**src/rtl/tristate_bus_pkg.sv**
```systemverilog
// tristate_bus_pkg: shared reader FSM state type and sizing helpers
package tristate_bus_pkg;
    localparam int STATE_W = 2;
    typedef enum logic [STATE_W-1:0] {IDLE, SETTLE, CAPTURE, WAIT_RELEASE} state_t;
    function automatic int level_w(input int depth);
        return $clog2(depth) + 1;
    endfunction
endpackage

```
**src/rtl/bus_sync_fifo.sv**
```systemverilog
// bus_sync_fifo: synchronous FIFO; a push on full is accepted only when a pop frees a slot the same cycle
module bus_sync_fifo import tristate_bus_pkg::*; #(
    parameter int W = 8,
    parameter int DEPTH = 4
) (
    input  logic                        clk,
    input  logic                        reset,
    input  logic                        push,
    input  logic                        pop,
    input  logic [W-1:0]                din,
    output logic [W-1:0]                dout,
    output logic                        full,
    output logic                        empty,
    output logic [level_w(DEPTH)-1:0]   level
);
    localparam int AW = $clog2(DEPTH);
    localparam int LW = level_w(DEPTH);
    logic [W-1:0] mem [DEPTH];
    logic [AW-1:0] wr_ptr, rd_ptr;
    logic push_ok, pop_ok;
    assign empty = level == '0;
    assign full = level == LW'(DEPTH);
    assign pop_ok = pop && !empty;
    assign push_ok = push && (!full || pop_ok);
    assign dout = empty ? '0 : mem[rd_ptr];
    always_ff @(posedge clk)
        if (push_ok && !reset) mem[wr_ptr] <= din;
    always_ff @(posedge clk)
        if (reset) begin
            wr_ptr <= '0;
            rd_ptr <= '0;
            level <= '0;
        end else begin
            if (push_ok) wr_ptr <= wr_ptr + 1'b1;
            if (pop_ok) rd_ptr <= rd_ptr + 1'b1;
            level <= level + LW'(push_ok) - LW'(pop_ok);
        end
endmodule

```
**src/rtl/tristate_bus_reader.sv**
```systemverilog
// tristate_bus_reader: captures one settled word per bus_en window into a FIFO; BUS_PARITY_EN adds parity check
module tristate_bus_reader import tristate_bus_pkg::*; #(
    parameter int WIDTH = 8,
    parameter int DEPTH = 4,
    parameter int SYNC_STAGES = 2,
    parameter int SETTLE_CYCLES = 2
) (
    input  logic                        clk,
    input  logic                        reset,
    input  logic                        bus_en,
    input  logic [WIDTH-1:0]            bus_data,
    output logic [WIDTH-1:0]            out_data,
    output logic                        out_valid,
    input  logic                        out_ready,
    output logic                        overflow,
    output logic [level_w(DEPTH)-1:0]   fifo_level,
    output logic                        busy
`ifdef BUS_PARITY_EN
    ,
    input  logic                        bus_parity,
    output logic                        out_err
`endif
);
    localparam int CW = $clog2(SETTLE_CYCLES + 1);
`ifdef BUS_PARITY_EN
    localparam int FW = WIDTH + 1;
`else
    localparam int FW = WIDTH;
`endif
    state_t state, state_n;
    logic [CW-1:0] cnt, cnt_n;
    logic [SYNC_STAGES-1:0] sync;
    logic [WIDTH-1:0] data_q;
    logic bus_en_s, push, full, empty;
    logic [FW-1:0] din, dout;
    assign bus_en_s = sync[SYNC_STAGES-1];
    assign out_data = dout[WIDTH-1:0];
    assign out_valid = !empty;
    assign busy = state != IDLE;
`ifdef BUS_PARITY_EN
    logic par_q;
    // stored bit is 1 when {data, parity} has odd weight, i.e. even parity failed
    assign din = {^{data_q, par_q}, data_q};
    assign out_err = dout[WIDTH];
    always_ff @(posedge clk)
        if (reset) par_q <= 1'b0;
        else par_q <= bus_parity;
`else
    assign din = data_q;
`endif
    always_ff @(posedge clk)
        if (reset) begin
            state <= IDLE;
            cnt <= '0;
            sync <= '0;
            data_q <= '0;
            overflow <= 1'b0;
        end else begin
            state <= state_n;
            cnt <= cnt_n;
            sync <= {sync[SYNC_STAGES-2:0], bus_en};
            data_q <= bus_data;
            if (push && full && !out_ready) overflow <= 1'b1;
        end
    always_comb begin
        state_n = state;
        cnt_n = cnt;
        push = 1'b0;
        case (state)
            IDLE: if (bus_en_s) begin
                state_n = SETTLE;
                cnt_n = '0;
            end
            SETTLE:
                if (!bus_en_s) state_n = IDLE;
                else if (cnt == CW'(SETTLE_CYCLES - 1)) state_n = CAPTURE;
                else cnt_n = cnt + 1'b1;
            CAPTURE: begin
                push = 1'b1;
                state_n = WAIT_RELEASE;
            end
            WAIT_RELEASE: if (!bus_en_s) state_n = IDLE;
            default: state_n = IDLE;
        endcase
    end
    bus_sync_fifo #(.W(FW), .DEPTH(DEPTH)) u_fifo (
        .clk(clk),
        .reset(reset),
        .push(push),
        .pop(out_ready),
        .din(din),
        .dout(dout),
        .full(full),
        .empty(empty),
        .level(fifo_level)
    );
endmodule
```
**config.mk**
```make
export PLATFORM = sky130hd
export DESIGN_NAME = tristate_bus_reader
export DESIGN_NICKNAME = d
export VERILOG_FILES = /design/src/rtl/tristate_bus_pkg.sv /design/src/rtl/bus_sync_fifo.sv /design/src/rtl/tristate_bus_reader.sv
export SDC_FILE = /design/constraint.sdc
export NUM_CORES = 1
export LEC_CHECK = 0
export CAP_MARGIN = 10
export CORE_AREA = 2 2 70 72
export DETAILED_ROUTE_END_ITERATION = 10
export DIE_AREA = 0 0 72 74
export PLACE_DENSITY = 0.8
export SLEW_MARGIN = 10
export SYNTH_ARGS = -nofsm -noshare
export SYNTH_HDL_FRONTEND = slang
export SYNTH_SLANG_ARGS = --single-unit
export TNS_END_PERCENT = 1
```
**constraint.sdc**
```tcl
create_clock -name clk -period 6.1 [get_ports clk]
set_input_delay 1.525 -clock clk [delete_from_list [all_inputs] [get_ports clk]]
set_output_delay 1.525 -clock clk [all_outputs]
set_load 0.01 [all_outputs]
```
# --- Yosys cells after proc, flatten, opt, wreduce, memory -nomap -nowiden ---
# Memory sizes are Yosys's and may differ from the RTL's. A register that Yosys moved wholly into a read port is not among the register bits.
# Cells that the tools add are included.
op_classes:
  addsub: 5
  n_mux: 15
  n_reduce_logical: 16
  n_eq_ne: 10
op_table:
  columns: ["op", "n"]
  rows:
  - ["$mux 2", 9]
  - ["$mux 8", 1]
  - ["$ne 2x2->1 const B", 4]
  - ["$pmux 2 s4", 1]
  - ["$add 2x1->2 const B", 3]
  - ["$logic_and 1x1->1", 5]
  - ["$eq 2x1->1 const B", 2]
  - ["$eq 2x2->1 const B", 2]
  - ["$logic_not 1->1", 4]
  - ["$pmux 2 s2", 1]
  - ["$reduce_and 4->1", 1]
  - ["$reduce_bool 2->1", 2]
  - ["$add 3x1->3", 1]
  - ["$eq 3x3->1 const B", 1]
  - ["$logic_not 3->1", 1]
  - ["$mux 1", 3]
  - ["$ne 3x3->1 const B", 1]
  - ["$reduce_and 3->1", 1]
  - ["$sub 3x1->3", 1]
  - ["$logic_not 2->1", 1]
  - ["$logic_or 1x1->1", 1]
word_totals:
  ff_bits: 22
  mem_bits_rw: 32
  n_memories: 1
  output_inout_bits: 14
  word_cells: 55
memory_table:
  columns: ["name", "depth", "word_bits", "read_ports", "rd_ports_with_merged_regs", "wr", "line_no", "source"]
  rows:
  - ["u_fifo.mem", 4, 8, 1, 1, 1, "bus_sync_fifo.sv:18", "logic [W-1:0] mem [DEPTH];"]

# --- Depth between registers and ports, before layout ---
# Gate-level depths: netlist of run 1.
logic_depth:
  depth_word: 8
  ltp_mapped: 10
  ltp_nobuf: 10

# --- Hierarchy ---
# From an unflattened synthesis of run 1, not the netlist that was laid out.
unflattened:
  hier_cells: 149
  area_unflattened_um2: 2192.1
by_module_without_submodules:
  columns: ["mod", "seq_area_each_um2", "cells_per_inst", "n_inst", "area_per_inst_um2"]
  rows:
  - ["bus_sync_fifo", 1141.1, 100, 1, 1691.6]
  - ["tristate_bus_reader", 300.3, 49, 1, 500.5]

# --- Least setup slack after synthesis of run 1 ---
# OpenSTA, ideal clock, no wires.
synth_timing:
  path_kind: "input to register"
  start: "in out_ready"
  end: "reg u_fifo.level[2]"
  arrival_ns: 2.919
  setup_slack_ns: 3.104
  path_stages: 10
  path_buffers: 0
  setup_time_ns: 0.078
  t_required_ns: 6.022
  path_cell_list: "o31ai_1 -> inv_1 -> ha_1 -> inv_1 -> ha_1 -> inv_1 -> fa_1 -> xor2_1 -> and2_1 -> nor3_1"
synth_between:
  elab_chain_cells: 5
synth_rtl:
  columns: ["element", "line_no", "source"]
  rows:
  - ["from (decl)", "tristate_bus_reader.sv:14", "input logic out_ready,"]
  - ["$logic_and 1x1->1 (*)", "bus_sync_fifo.sv:23", "assign pop_ok = pop && !empty;"]
  - ["net u_fifo.pop_ok", "bus_sync_fifo.sv:20", "logic push_ok, pop_ok;"]
  - ["$logic_or 1x1->1", "bus_sync_fifo.sv:24", "assign push_ok = push && (!full || pop_ok);"]
  - ["$logic_and 1x1->1", "bus_sync_fifo.sv:24", null]
  - ["$add 3x1->3", "bus_sync_fifo.sv:36", "level <= level + LW'(push_ok) - LW'(pop_ok);"]
  - ["$sub 3x1->3 (*)", "bus_sync_fifo.sv:36", null]
  - ["to (signal assigned)", "bus_sync_fifo.sv:36", null]
  - ["to (decl)", "bus_sync_fifo.sv:14", "output logic [level_w(DEPTH)-1:0] level"]
# The timed path passes the listed nets; every way through them passes the cells marked *.
# A chain may end at the register's enable or synchronous reset.

==> summary.txt, run 1 <==
STA
  • Slew Limit Fails: 0
  • Min Clock Period, post-route: approximately 3.7 ns
  • Relative slew slack: 0.4171
  • RSZ-0062 raised after global routing: false
  • Clock Skew: between 0.005 and 0.006 ns
  • Period utilization: 0.6082
  • Setup TNS: 0 ns
  • Final setup viols: 0
  • Final Hold Viols: 0
  • Peak Freq: roughly 270 MHz
  • Worst slew pin tran: between 0.8 and 0.9 ns

Route
  • Via/cell ratio: ~5.1
  • Residual DRC: 0
  • 1st-iter DRT viols: 80
  • DR pass1 iterations: 4
  • Routed Antenna Nets: 0
  • Wire length per cell: about 15 um
  • Via count: 1187
  • Drt total wl: 3.486 mm

Pwr
  • Sequential share of power: 0.505
  • PwrDens: approximately 350 nW/um^2
  • Clock share of power: 0.208
  • VDD IR max: 0.0001699 V
  • Switch Pwr: around 0.00025 W
  • Logic pwr share: 0.287
  • Int Pwr: ~0.00066 W
  • P_leak: approximately 0.9 nW
  • Switching Share: 0.2749

Synthesis
  • Mean post-synth cell area: 14.53 um^2
  • XOR/XNOR Fraction of Synth Area: 0.007986
  • Number of synthesis warnings: 0
  • Largest family of logic cells by synthesized area: simple AND/OR/NAND/NOR gates
  • Adder-cell share of the synthesized area: 0.04906
  • Cell variety after synth: 27
  • Flops & latches, synth: 56
  • Mapped Cells: ~150
  • Multiplexer share of the synthesized area: 0.09355
  • Seq/Total Area, Yosys: 0.6572
  • Simple-gate share of the synthesized area: 0.1375
  • Netlist Area Pre-Place: approximately 2200 um^2
  • Post-Synthesis Net Count: 171
  • Complex-gate fraction of the synthesized area: 0.02795

Setup path
  • Worst setup SP type: flip-flop
  • Kind of critical path: reg -> out
  • Req. time, crit path: ~4.6 ns
  • Crit end category: output pin
  • Crit-path max FO: 8
  • Arr. time, crit path: approximately 2.2 ns

Global route
  • Pin count of the biggest net entering global routing: 26
  • Vias in the first global route: ~1300
  • Total gr overflow: 0
  • First-pass GRT wire length: between 5 and 6 mm
  • Antenna violations before repair: 0
  • Total GRT Usage: 0.1498

CTS
  • Clock transition at path regs: 0.09 ns
  • Clk root buf: clkbuf_8
  • CTS Buf Count: 5
  • Post CTS Setup Buffer Count: 0
  • H-Tree Depth: 2
  • CTS Hold Bufs: 0
  • Post_cts resized: 0
  • Buffer levels on the longest clock path: 2
  • TritonCTS clock tree: yes
  • # clock sinks: 56
  • Worst skew pair latency: ~0.30 ns

Floorplan
  • Die Area: 5328 um^2
  • Placement Rows: 25
  • IO Pins: 26
  • Starting Density: 0.4770
  • CORE AREA: around 4600 um^2
  • Die W: just over 70 um
  • Die Y: between 70 and 80 um

Hold path
  • Worst min path class: reg -> reg

Layout
  • # diodes: 0
  • Synthesis-to-finish area growth: 17.57%
  • Nets: slightly below 200
  • Finished Core Util: 0.5608
  • Share of layout cells above drive strength 1: 0.1056

Flow run
  • # Max-Cap Violations: 0

Place
  • RD Place Congestion: between 0.7 and 0.8
  • IO Port Bufs: 25
  • HPWL Detailed: 2.551 mm

Run status
  • Status: complete, no violations
[critical path, cell delays in order, from the launching register on]
cell and delay, ns:
dfxtp_1 0.66, mux4_2 0.58, nor2b_1 0.15, clkdlybuf4s50_1 0.49
[power groups by stage]
stage	Sequential, W	Clock (W)	Combinational, W
after floorplan	0.000449	0	0.000156
after global placement	0.000466	0	0.000253
after detailed placement	0.000467	0	0.000266
after CTS	0.000459	0.000194	0.000267
after global routing	0.000464	0.000207	0.000285
final	0.000457	0.000188	0.000260
[state kept, by name, summed over array words and instances (netlist names), named ones only]
| signal | flops |
|---|---|
| state | 1 |
| u_fifo.wr_ptr | 2 |
| data_q | 8 |
| u_fifo.level | 3 |
| overflow | 1 |
| cnt | 2 |
| u_fifo.rd_ptr | 2 |
| u_fifo.mem | 32 |
| sync | 2 |
[final timing paths]
kind / slack [ns] / depth (start not counted) / endpoint / from
worst min-delay path: 0.45 / 1 / sync[1] / sync[0]
worst max-delay path: 2.39 / 3 / out_data[7] / flip-flop
worst max register to register: 3.78 / 10 / u_fifo.level[2] / u_fifo.level[1]
worst min register to register: 0.45 / 1 / sync[1] / sync[0]
[cell usage after synthesis]
library cell	number	share of area
nor2_1	7	0.012
mux2i_1	1	0.0046
dfxtp_1	24	0.22
mux2_4	1	0.0068
xor2_1	2	0.0080
ha_1	7	0.040
nor4b_4	1	0.011
nand2_1	2	0.0034
or3_1	1	0.0029
edfxtp_1	32	0.44
clkbuf_1	3	0.0051
o21a_1	1	0.0034
nand2b_1	6	0.017
a31oi_1	1	0.0029
o21ai_0	3	0.0068
inv_1	10	0.017
nor2b_1	20	0.057
mux4_2	8	0.082
fa_1	1	0.0091
a21oi_1	5	0.011
nor2_2	1	0.0029
nor3_1	3	0.0068
and2_1	6	0.017
nor4bb_1	1	0.0046
buf_2	2	0.0046
or2_2	1	0.0029
o31ai_1	1	0.0034
[kinds of logic (layout without fill, tap and decap cells)]
logic type / Yosys count / after routing
flip-flops: 56 / 56
AND/OR/NAND/NOR: 49 / 49
buffers and inverters: 15 / 44
AO/OA/AOI/OAI: 11 / 11
multiplexers: 10 / 10
adder cells (fa/ha/maj): 8 / 8
XOR/XNOR: 2 / 2
[cells in the final DEF, fill, tap and decap left out]
cell type / count
a21oi_1: 5
a31oi_1: 1
and2_1: 6
buf_4: 1
clkbuf_1: 2
clkbuf_8: 5
clkdlybuf4s50_1: 25
clkinv_2: 1
dfxtp_1: 24
edfxtp_1: 32
fa_1: 1
ha_1: 7
inv_1: 10
mux2_4: 1
mux2i_1: 1
mux4_2: 8
nand2_1: 2
nand2b_1: 6
nor2_1: 7
nor2_2: 1
nor2b_1: 20
nor3_1: 3
nor4b_4: 1
nor4bb_1: 1
o21a_1: 1
o21ai_0: 3
o31ai_1: 1
or2_2: 1
or3_1: 1
xor2_1: 2
[final cells by class]
class | instances | area, um^2
clock buffer | 7 | 76.32
clock inverter | 1 | 5.005
fill | 359 | 2019
inverter | 10 | 37.54
multi-input combinational | 80 | 693.2
sequential | 56 | 1441
tap | 54 | 67.56
timing repair buffer | 26 | 257.7
[per-layer routing]
metal,up-vias,wire (um),global-route usage
li1,584,-,-
met1,567,1364,0.1679
met2,29,1881,0.2665
met3,7,165,0.03388
met4,0,75,0.08386
met5,-,0,0
[metrics by stage]
stage	area (um^2)	power (W)	hold slack, ns	worst slack [ns]	cells
after global routing	2579	0.0009560	0.4724	2.282	234
after CTS	2579	0.0009188	0.4603	2.346	234
after detailed placement	2497	0.0007335	0.4428	2.386	226
after floorplan	2193	0.0006055	0.4138	3.104	151
after global placement	2497	0.0007184	0.4338	2.528	226
final	2579	0.0009051	0.4509	2.390	234
Note: power is estimated with default switching activity, not from simulation.
==> run 2, diff against run 1 <==
PLACE_DENSITY = 0.83   (was 0.8)
clock period = 3.4 ns   (was 6.1 ns; I/O delays follow)
==> run 2 against run 1 <==
  * Cell area grew 0.24%
  * Register-to-register slack lost 2.6 ns
  * Non-clock buffer count grew 1
  * Cell count grew 0.43%
  * Die area is the same
  * Largest power group unchanged
==> summary.txt, run 2 (synthesis results as in run 1) <==
Layout
  • Max reg flops: 32 (unchanged)
  • Most common cell after layout, fill and taps aside: edfxtp_1
  • Nets: 200 (+0.50%)
  • Biggest regs: u_fifo.mem (32), data_q (8), u_fifo.level (3)
  • # diodes: 0 (unchanged)
  • Most flops, register: u_fifo.mem
  • Share of layout cells above drive strength 1: 0.1050 (-0.0005832)
  • Synthesis-to-finish area growth: 17.86%
  • Most frequent cells in the layout: 32 x edfxtp_1, 25 x clkdlybuf4s50_1, 24 x dfxtp_1, 20 x nor2b_1, 10 x inv_1

Setup path
  • Kind of critical path: reg -> out
  • Worst-path cell with the longest stage delay: dfxtp_1
  • Worst setup SP type: flip-flop
  • Arr. time, crit path: 2.18 ns (about the same)
  • Crit-path cells: mux4_2, nor2b_1, clkdlybuf4s50_1
  • Crit-path max FO: 8 (unchanged)
  • Crit end category: output pin
  • Worst stage delay on the critical path: 0.67 ns (about the same)
  • Req. time, crit path: 2.55 ns (-2.03 ns)

Hold path
  • Worst min path class: reg -> reg

Pwr
  • PwrDens: 622.0 nW/um^2 (+77%)
  • P_leak: 0.8967 nW (+0.32%)
  • Total power: 0.001608 W (+78%)
  • VDD IR max: 0.0003140 V (+85%)

CTS
  • H-Tree Depth: 2 (unchanged)
  • Clk root buf: clkbuf_8
  • Worst skew pair latency: 0.31 ns (about the same)
  • Post CTS Setup Buffer Count: 0 (unchanged)
  • # clock sinks: 56 (unchanged)
  • TritonCTS clock tree: yes
  • Clock transition at path regs: 0.08 ns (about the same)
  • CTS Hold Bufs: 0 (unchanged)
  • Buffer levels on the longest clock path: 2 (unchanged)
  • Post_cts resized: 0 (unchanged)
  • CTS Buf Count: 5 (unchanged)

Route
  • Wire length per cell: 13.63 um (-8.5%)
  • DR pass1 iterations: 4 (unchanged)
  • Via count: 1178 (-0.76%)
  • Residual DRC: 0 (unchanged)
  • 1st-iter DRT viols: 75 (-6.3%)
  • Drt total wl: 3.203 mm (-8.1%)
  • Routed Antenna Nets: 0 (unchanged)
  • Via/cell ratio: 5.013 (-1.2%)

STA
  • Final Hold Viols: 0 (unchanged)
  • RSZ-0062 raised after global routing: false
  • Min Clock Period, post-route: ~3 ns
  • Clock Skew: 0.01279 ns (+0.007712 ns)
  • Final setup viols: 0 (unchanged)
  • Peak Freq: 330.0 MHz
  • Slew Limit Fails: 0 (unchanged)
  • Setup TNS: 0 ns (unchanged)
  • Period utilization: 0.8914
  • Worst slew pin tran: 0.5459 ns (-0.3257 ns)
  • Relative slew slack: 0.6356 (+0.2184)

Global route
  • Total GRT Usage: 0.1357 (-0.01413)
  • Total gr overflow: 0 (unchanged)
  • Antenna violations before repair: 0 (unchanged)
  • Vias in the first global route: 1198 (-5.4%)
  • Pin count of the biggest net entering global routing: 25 (-3.8%)
  • First-pass GRT wire length: 5.299 mm (-8.5%)

Run status
  • Status: complete, no violations

Flow run
  • # Max-Cap Violations: 0 (unchanged)

Floorplan
  • CORE AREA: 4598 um^2 (unchanged)
  • Die W: 72 um (unchanged)
  • Placement Rows: 25 (unchanged)
  • Die Area: 5328 um^2 (unchanged)
  • Starting Density: 0.4770 (unchanged)
  • Die Y: 74 um (unchanged)
  • IO Pins: 26 (unchanged)

Place
  • IO Port Bufs: 25 (unchanged)
  • HPWL Detailed: 2.254 mm (-12%)
  • RD Place Congestion: 0.7210 (-0.59%)
[run 2: changes by cell type in the layout (fill, tap and decap cells not counted), sizes merged]
| cell | previous run | this run |
|---|---|---|
| buf | 1 | 2 |
| clkbuf | 7 | 6 |
| clkinv | 1 | 2 |
[run 2: routing by layer]
metal | wire length [um] | global-route usage | vias to the layer above | part of all wire
li1 | - | - | 581 | -
met1 | 1295 | 0.1479 | 567 | 0.40
met2 | 1712 | 0.2459 | 22 | 0.53
met3 | 121 | 0.03117 | 8 | 0.038
met4 | 74 | 0.07547 | 0 | 0.023
met5 | 0 | 0 | - | 0
[run 2: power breakdown]
part / leakage (nW) / total, W / switching, W / internal, W
clock network: 0.0403 / 0.000332 / 0.000191 / 0.000141
registers: 0.489 / 0.000821 / 0.0000697 / 0.000752
logic: 0.367 / 0.000455 / 0.000174 / 0.000280
[run 2: worst paths after layout]
path | start | end | slack, ns | depth (start not counted)
worst min register to register | sync[0] | sync[1] | 0.45 | 1
worst min-delay path | sync[0] | sync[1] | 0.45 | 1
worst max register to register | u_fifo.level[1] | u_fifo.level[2] | 1.16 | 10
worst max-delay path | flip-flop | out_data[2] | 0.37 | 3
[run 2: worst max-delay path, delay by kind of cell, from the launching register on]
family        cells  cell delay, ns
buf+inv           1            0.48
flops             1            0.67
mux               1            0.58
simple gates      1            0.15
[run 2: cell type report]
cell class,count,area (um^2)
Fill cell,359,2013
Inverter,10,37.54
Tap cell,54,67.56
Sequential cell,56,1441
Clock buffer,6,72.57
Clock inverter,2,7.507
Timing Repair Buffer,27,265.3
Multi-Input combinational cell,80,693.2
[run 2: metrics by stage]
step	setup slack [ns]	area [um^2]	utilization	hold slack, ns	cells
6_report	0.3694	2585	0.5622	0.4458	235
5_1_grt	0.2383	2585	0.5622	0.4714	235
4_1_cts	0.2930	2585	0.5622	0.4536	235
3_5_place_dp	0.4405	2505	0.5448	0.4282	227
3_3_place_gp	0.5152	2505	0.5448	0.4209	227
2_1_floorplan	1.079	2193	-	0.4138	151
==> run 3, diff against run 2 <==
CAP_MARGIN = 20   (was 10)
==> results of run 3 <==
Same layout as run 2: the final DEF is identical, and so are final timing and power.
